**src/rtl/scramble_pipe.sv**
```systemverilog
// scramble_pipe -- multi-round pipelined scrambler with a per-round key file.
//
// Each round is one registered stage applying the reverse-rotate-and-select
// bit function R(d, k). Stages hand words forward with valid/ready flow
// control. A stage advances when it is empty or when the stage after it
// advances, so the pipe runs at one word per cycle and never drops or
// duplicates a word.
//
// Optional feature macro: SCRAMBLE_BYPASS_EN
//   When defined, the bypass port exists. A word accepted with bypass = 1
//   passes through every stage unmodified, with the same latency.
//
// Ports:
//   clk        clock, all state updates on rising edge
//   rst        synchronous active-high reset (clears stages and keys)
//   in_valid   input word valid
//   in_ready   block accepts the input word this cycle
//   in_data    plaintext word [WIDTH]
//   bypass     pass word through unscrambled (SCRAMBLE_BYPASS_EN only)
//   out_valid  scrambled word valid
//   out_ready  downstream accepts the output word
//   out_data   scrambled word [WIDTH]
//   key_we     key write strobe
//   key_idx    round key index to write (indices >= ROUNDS are ignored)
//   key_data   round key value [WIDTH]

module scramble_pipe #(
  parameter int WIDTH  = 5,
  parameter int ROUNDS = 2,
  parameter int OFFSET = 3,
  localparam int IDXW  = (ROUNDS > 1) ? $clog2(ROUNDS) : 1
) (
  input  logic             clk,
  input  logic             rst,
  input  logic             in_valid,
  output logic             in_ready,
  input  logic [WIDTH-1:0] in_data,
`ifdef SCRAMBLE_BYPASS_EN
  input  logic             bypass,
`endif
  output logic             out_valid,
  input  logic             out_ready,
  output logic [WIDTH-1:0] out_data,
  input  logic             key_we,
  input  logic [IDXW-1:0]  key_idx,
  input  logic [WIDTH-1:0] key_data
);

  // Round function. For output bit i the input is bit-reversed and then
  // rotated left by (i + OFFSET) mod WIDTH; taps g[0..4] of that copy plus
  // key bit k[i] select the output bit.
  function automatic logic [WIDTH-1:0] round_fn(input logic [WIDTH-1:0] d,
                                                input logic [WIDTH-1:0] k);
    logic [WIDTH-1:0] res;
    logic [WIDTH-1:0] g;
    int s;
    res = '0;
    g   = '0;
    for (int i = 0; i < WIDTH; i++) begin
      s = (i + OFFSET) % WIDTH;
      // g[j] = r[(j - s) mod WIDTH] with r[x] = d[WIDTH-1-x]
      for (int j = 0; j < WIDTH; j++) begin
        g[j] = d[WIDTH - 1 - ((j - s + WIDTH) % WIDTH)];
      end
      res[i] = (~(g[3] | g[4] | g[0]) & g[1]) | (~g[2] & k[i]) | (g[2] & g[0]);
    end
    return res;
  endfunction

  logic [ROUNDS-1:0] v_all;          // stage valid bits
  logic [WIDTH-1:0]  d_all [ROUNDS]; // stage data words
  logic [ROUNDS-1:0] adv;            // stage loads on next edge
  logic [ROUNDS-1:0] byp_chain;      // bypass flag seen at each stage input
  logic              byp_in;

`ifdef SCRAMBLE_BYPASS_EN
  assign byp_in = bypass;
`else
  assign byp_in = 1'b0;
`endif

  assign byp_chain[0] = byp_in;

  genvar gi;
  generate
    for (gi = 0; gi < ROUNDS; gi++) begin : g_stage
      logic             v_reg;
      logic [WIDTH-1:0] d_reg;
      logic [WIDTH-1:0] key_reg;
      logic             up_valid;
      logic [WIDTH-1:0] up_data;

      // A stage can load if it, or any stage after it, is empty, or if the
      // consumer is taking the last word. Written as a flat AND so the
      // ready chain has no combinational self-reference.
      assign adv[gi] = out_ready | ~(&v_all[ROUNDS-1:gi]);

      assign v_all[gi] = v_reg;
      assign d_all[gi] = d_reg;

      if (gi == 0) begin : g_first
        assign up_valid = in_valid;
        assign up_data  = in_data;
      end else begin : g_next
        assign up_valid = v_all[gi-1];
        assign up_data  = d_all[gi-1];
      end

      // Key file entry. A write in the same cycle as a load is seen by the
      // stage only from the following edge, because the load reads key_reg.
      always_ff @(posedge clk) begin
        if (rst) begin
          key_reg <= '0;
        end else if (key_we && (key_idx == IDXW'(gi))) begin
          key_reg <= key_data;
        end
      end

      always_ff @(posedge clk) begin
        if (rst) begin
          v_reg <= 1'b0;
          d_reg <= '0;
        end else if (adv[gi]) begin
          v_reg <= up_valid;
          d_reg <= byp_chain[gi] ? up_data : round_fn(up_data, key_reg);
        end
      end

      // The bypass flag travels with its word. The last stage never needs
      // it again, so only stages feeding another stage keep a flag bit.
      if (gi < ROUNDS - 1) begin : g_flag
        logic byp_reg;
        always_ff @(posedge clk) begin
          if (rst) begin
            byp_reg <= 1'b0;
          end else if (adv[gi]) begin
            byp_reg <= byp_chain[gi];
          end
        end
        assign byp_chain[gi+1] = byp_reg;
      end
    end
  endgenerate

  assign in_ready  = adv[0];
  assign out_valid = v_all[ROUNDS-1];
  assign out_data  = d_all[ROUNDS-1];

endmodule

```
**config.mk**
```make
export PLATFORM = sky130hd
export DESIGN_NAME = scramble_pipe
export DESIGN_NICKNAME = d
export VERILOG_FILES = /design/src/rtl/scramble_pipe.sv
export SDC_FILE = /design/constraint.sdc
export NUM_CORES = 1
export LEC_CHECK = 0
export ABC_CLOCK_PERIOD_IN_PS = 1300
export CELL_PAD_IN_SITES_DETAIL_PLACEMENT = 2
export CELL_PAD_IN_SITES_GLOBAL_PLACEMENT = 2
export CORE_MARGIN = 4
export CORE_UTILIZATION = 28
export DETAILED_ROUTE_END_ITERATION = 10
export GPL_TIMING_DRIVEN = 0
export PLACE_DENSITY_LB_ADDON = 0.1
export SYNTH_ARGS = -nofsm -noshare
export SYNTH_HDL_FRONTEND = slang
export SYNTH_SLANG_ARGS = --single-unit
```
**constraint.sdc**
```tcl
create_clock -name clk -period 1.3 [get_ports clk]
set_clock_uncertainty 0.05 [all_clocks]
set_input_delay 0.195 -clock clk [delete_from_list [all_inputs] [get_ports clk]]
set_output_delay 0.195 -clock clk [all_outputs]
set_load 0.005 [all_outputs]
```
# [Word level (Yosys, flattened, before mapping)]
# Index checks and enable logic that the tools add are counted.
[classes] n_bitwise=95 n_reduce_logical=3
[ops] op="1-bit bitwise OR" count=42
[ops] op="1-bit AND" count=30
[ops] op="1-bit inverter" count=23
[ops] op="1-bit logical AND" count=2
[ops] op="2-bit AND reduction" count=1
[word_totals] register_bits=22 inputBits=16 out_inout_bits=7 word_cells=104

# [Logic depth before layout (Yosys ltp)]
[logic_depth] depth_word=6 ltp_mapped=4 depth_no_buf=3

# [Worst setup path before layout]
# No wires, ideal clock.
[synth_timing] kind="reg2reg" start="register g_stage[1].v_reg, in the netlist out_valid" end="register g_stage[1].d_reg[0], in the netlist out_data[0]" setup_time_ns=0.132 arrival_time_ns=0.909 required_time_ns=1.118 setup_slack_ns=0.210 stages_incl_launch_ff=4 path_buffers=0 period_less_slack_ns=1.090 path_cell_list="dfxtp_1 -> nor2b_1 -> a2111oi_0 -> nor3_1"
[synth_via] elab_chain_len=2
[synth_lines] element="start: declaration" line_no="87" text="logic v_reg;"
[synth_lines] element="start signal: assignment" line_no="124" text="v_reg <= up_valid;"
[synth_lines] element="1-bit inverter" line_no="96" text="assign adv[gi] = out_ready | ~(&v_all[ROUNDS-1:gi]);"
[synth_lines] element="1-bit bitwise OR" line_no="96"
[synth_lines] element="end signal: assignment" line_no="125" text="d_reg <= byp_chain[gi] ? up_data : round_fn(up_data, key_reg);"
[synth_lines] element="end: declaration" line_no="88" text="logic [WIDTH-1:0] d_reg;"
# Every way passes these cells.
# A chain may end at the register's enable or synchronous reset.

# [Worst setup path after layout]
[layout_timing] start="register g_stage[1].v_reg, in the netlist out_valid" end="register g_stage[1].d_reg[2], in the netlist out_data[2]"
# The elaborated chain is that of the path after synthesis.

==> impl_metrics.tcl <==
set metrics [dict create \
    critPathMaxStageDelay_ns 0.47 \
    startpoint_type "register" \
    slew_headroom_pct 67.34 \
    pwr-share-comb_pct 16.1 \
    grt_usage_pct 13.74 \
    grt_pass1_vias 971 \
    antenna_found_initial 0 \
    synth.top_cell.area_share_pct 45.54 \
    p_total_uw 1267 \
    cts.reportedPaths.clkPinSlew_ns 0.12 \
    path_cells "nor2b_2 -> a2111oi_1 -> nor3_1" \
    gp_congestion 0.7105 \
    initial_core_util_pct 28.98 \
    finalNonFillerCells 180 \
    die_h_um 66.77 \
    boundaryPins 23 \
    drv_cap 0 \
    synth_warnings 0 \
    ant_nets 0 \
    seq_area_frac_synth_pct 45.54 \
    largest_reg_flops 10 \
    wirelength_um 2649 \
    dp.cells 175 \
    p_leak_uw 0.0005375 \
    drive_above_1_share_pct 17.91 \
    max_freq_mhz 792.4 \
    port_buffers 22 \
    syn_area_um2 967.2 \
    synth_top_cells_by_count "dfxtp_1 (22), nor2_1 (17), a21oi_1 (8), mux2i_1 (8), nor4b_1 (7)" \
    use_met3_pct 2.192 \
    yosysUniqueCellTypes 17 \
    synthCells 107 \
    busiest_layer "met2" \
    via_per_inst 4.972 \
    n_antenna_cell 0 \
    async_flop_share_pct 0 \
    cts_tree "built" \
    synth_top_area_cell "dfxtp_1" \
    worstPathRequired_ns 1.43 \
    grt_use_met1_pct 15.63 \
    grt-ovfl-total 0 \
    htreeDepth 1 \
    yosys-top-cells-area "dfxtp_1 (46%), mux2i_1 (8.3%), nor2_1 (6.6%), nor4b_1 (6.3%), a2111oi_0 (4.5%)" \
    critical_path_class "register to register" \
    clockRootBuffer "clkbuf_4" \
    synth_nets 123 \
    vias 895 \
    period_share_pct 97.07 \
    clock_path_buffers 2 \
    nNetsFinal 152 \
    dr.pass1.iters 4 \
    dieWidth_um 66.77 \
    setup_viol 0 \
    cp-end-kind "register" \
    gr-usage-met2_pct 25.62 \
    grt_max_degree 12 \
    clk_latency_ns 0.30 \
    synth_edf_count 0 \
    cts_sinks 22 \
    grt_pass1_wl_um 4636 \
    p_per_area_nw_per_um2 965.3 \
    p_clk_share_pct 23.9 \
    drt_iter0_drc 13 \
    avgSynthCellArea_um2 9.039 \
    hpwlAfterDp_um 2101 \
    num-fill-cells 392 \
    synth_ff_type "dfxtp_1" \
    power.internal_uw 939.5 \
    switching_share_pct 25.85 \
    cp_data_arrival_time_ns 1.40 \
    irDropWorstVdd_v 0.0003548 \
    yosysMostFrequentCell "dfxtp_1" \
    power_frac_seq_pct 60.0 \
    tightest_slew_ns 0.4900 \
    rsz0062_at_grt "true" \
    critical_path.max_fanout 6 \
    area_delta_synth_final_pct 35.71 \
    cts-buffers-inserted 3 \
    slew_violations 0 \
    hold_violations 0 \
    cp_slowest_cell "a2111oi_1" \
    ys_ff_latch 22 \
    status "complete, no violations" \
    p_sw_uw 327.5 \
    postLayoutCoreUtil_pct 39.33 \
    hp-class "primary input to register" \
    drc_errors 0 \
    period_minus_slack_ns 1.262 \
    rows 21 \
    coreArea_um2 3337 \
    wire_per_inst_um 14.72 \
    dieArea_um2 4458 \
]
## power groups by stage
stage	logic (µW)	registers (µW)	clock network, µW
6_report	204	761	302
5_1_grt	228	770	351
4_1_cts	202	756	322
3_5_place_dp	212	769	0
3_3_place_gp	204	765	0
2_1_floorplan	93.2	759	0
## layout by cell type (no fill, tap or decap), types with 2 or more instances in the layout
cell type / n
dfxtp_1: 11
nor4b_1: 5
nand2b_1: 4
nor2b_1: 5
dlygate4sd2_1: 12
clkdlybuf4s50_1: 8
nand2_1: 6
nor2_1: 17
clkbuf_4: 3
a311oi_1: 4
nand3_1: 5
dfxtp_2: 11
clkbuf_1: 2
buf_4: 3
a21oi_1: 8
nor3_1: 5
a2111oi_1: 3
or4b_1: 3
mux2i_1: 8
nor4b_2: 2
## critical path, delay by kind of cell (launching register included)
family	cells	cell delay, ns
AOI/OAI and AO/OA	1	0.47
DFF	1	0.35
and+or+nand+nor	2	0.29
## routing by layer
metal	vias up	share of wire [%]	wire, µm
li1	452	-	-
met4	0	0.72	19
met3	2	3.8	100
met1	425	44	1160
met2	16	52	1369
met5	-	0	0
## logic make-up (layout without fill, tap and decap cells)
| family | count (synthesis) | count (layout) | share of synthesized area, % |
|---|---|---|---|
| and+or+nand+nor | 54 | 54 | 30.79 |
| DFF | 22 | 22 | 45.54 |
| muxes | 8 | 8 | 8.280 |
| AOI/OAI and AO/OA | 18 | 18 | 13.20 |
| buffers and inverters | 5 | 32 | 2.199 |
## worst paths after layout
check                          end  depth (start not counted)             startpoint  slack, ns
max                    out_data[2]                          3              out_valid       0.04
min reg2reg  g_stage[1].key_reg[0]                          2  g_stage[1].key_reg[0]       0.42
max reg2reg            out_data[2]                          3              out_valid       0.04
min          g_stage[1].key_reg[2]                          3                key_idx       0.22
## area by class of cell
class	instances	area [µm²]	area share (%)
timing repair buffer	25	225.2	17.16
sequential	22	454.2	34.60
clock buffer	3	22.52	1.716
multi-input combinational	80	536.8	40.90
tap	46	57.56	4.385
buffer	3	12.51	0.9533
inverter	1	3.754	0.2860
## stage by stage
stage | TNS (ns) | hold slack, ns | setup WS [ns] | instance area (µm²)
finish | 0 | 0.2195 | 0.03805 | 1313
global route | -0.1384 | 0.2406 | -0.04749 | 1313
CTS | -0.07824 | 0.3630 | -0.07824 | 1290
detailed placement | -5.768 | 0.4036 | -0.5680 | 1245
global placement | -4.770 | 0.3938 | -0.5569 | 1245
floorplan | 0 | 0.2171 | 0.2098 | 967.2
## timing repair
| action | in CTS | in global routing |
|---|---|---|
| buffers inserted | 2 | 1 |
| setup endpoints to repair | 11 | 8 |
| hold buffers | 0 | 0 |
| resized for setup | 25 | 13 |
| pin swaps | 1 | 1 |
Power figures use the tool's default switching activity.
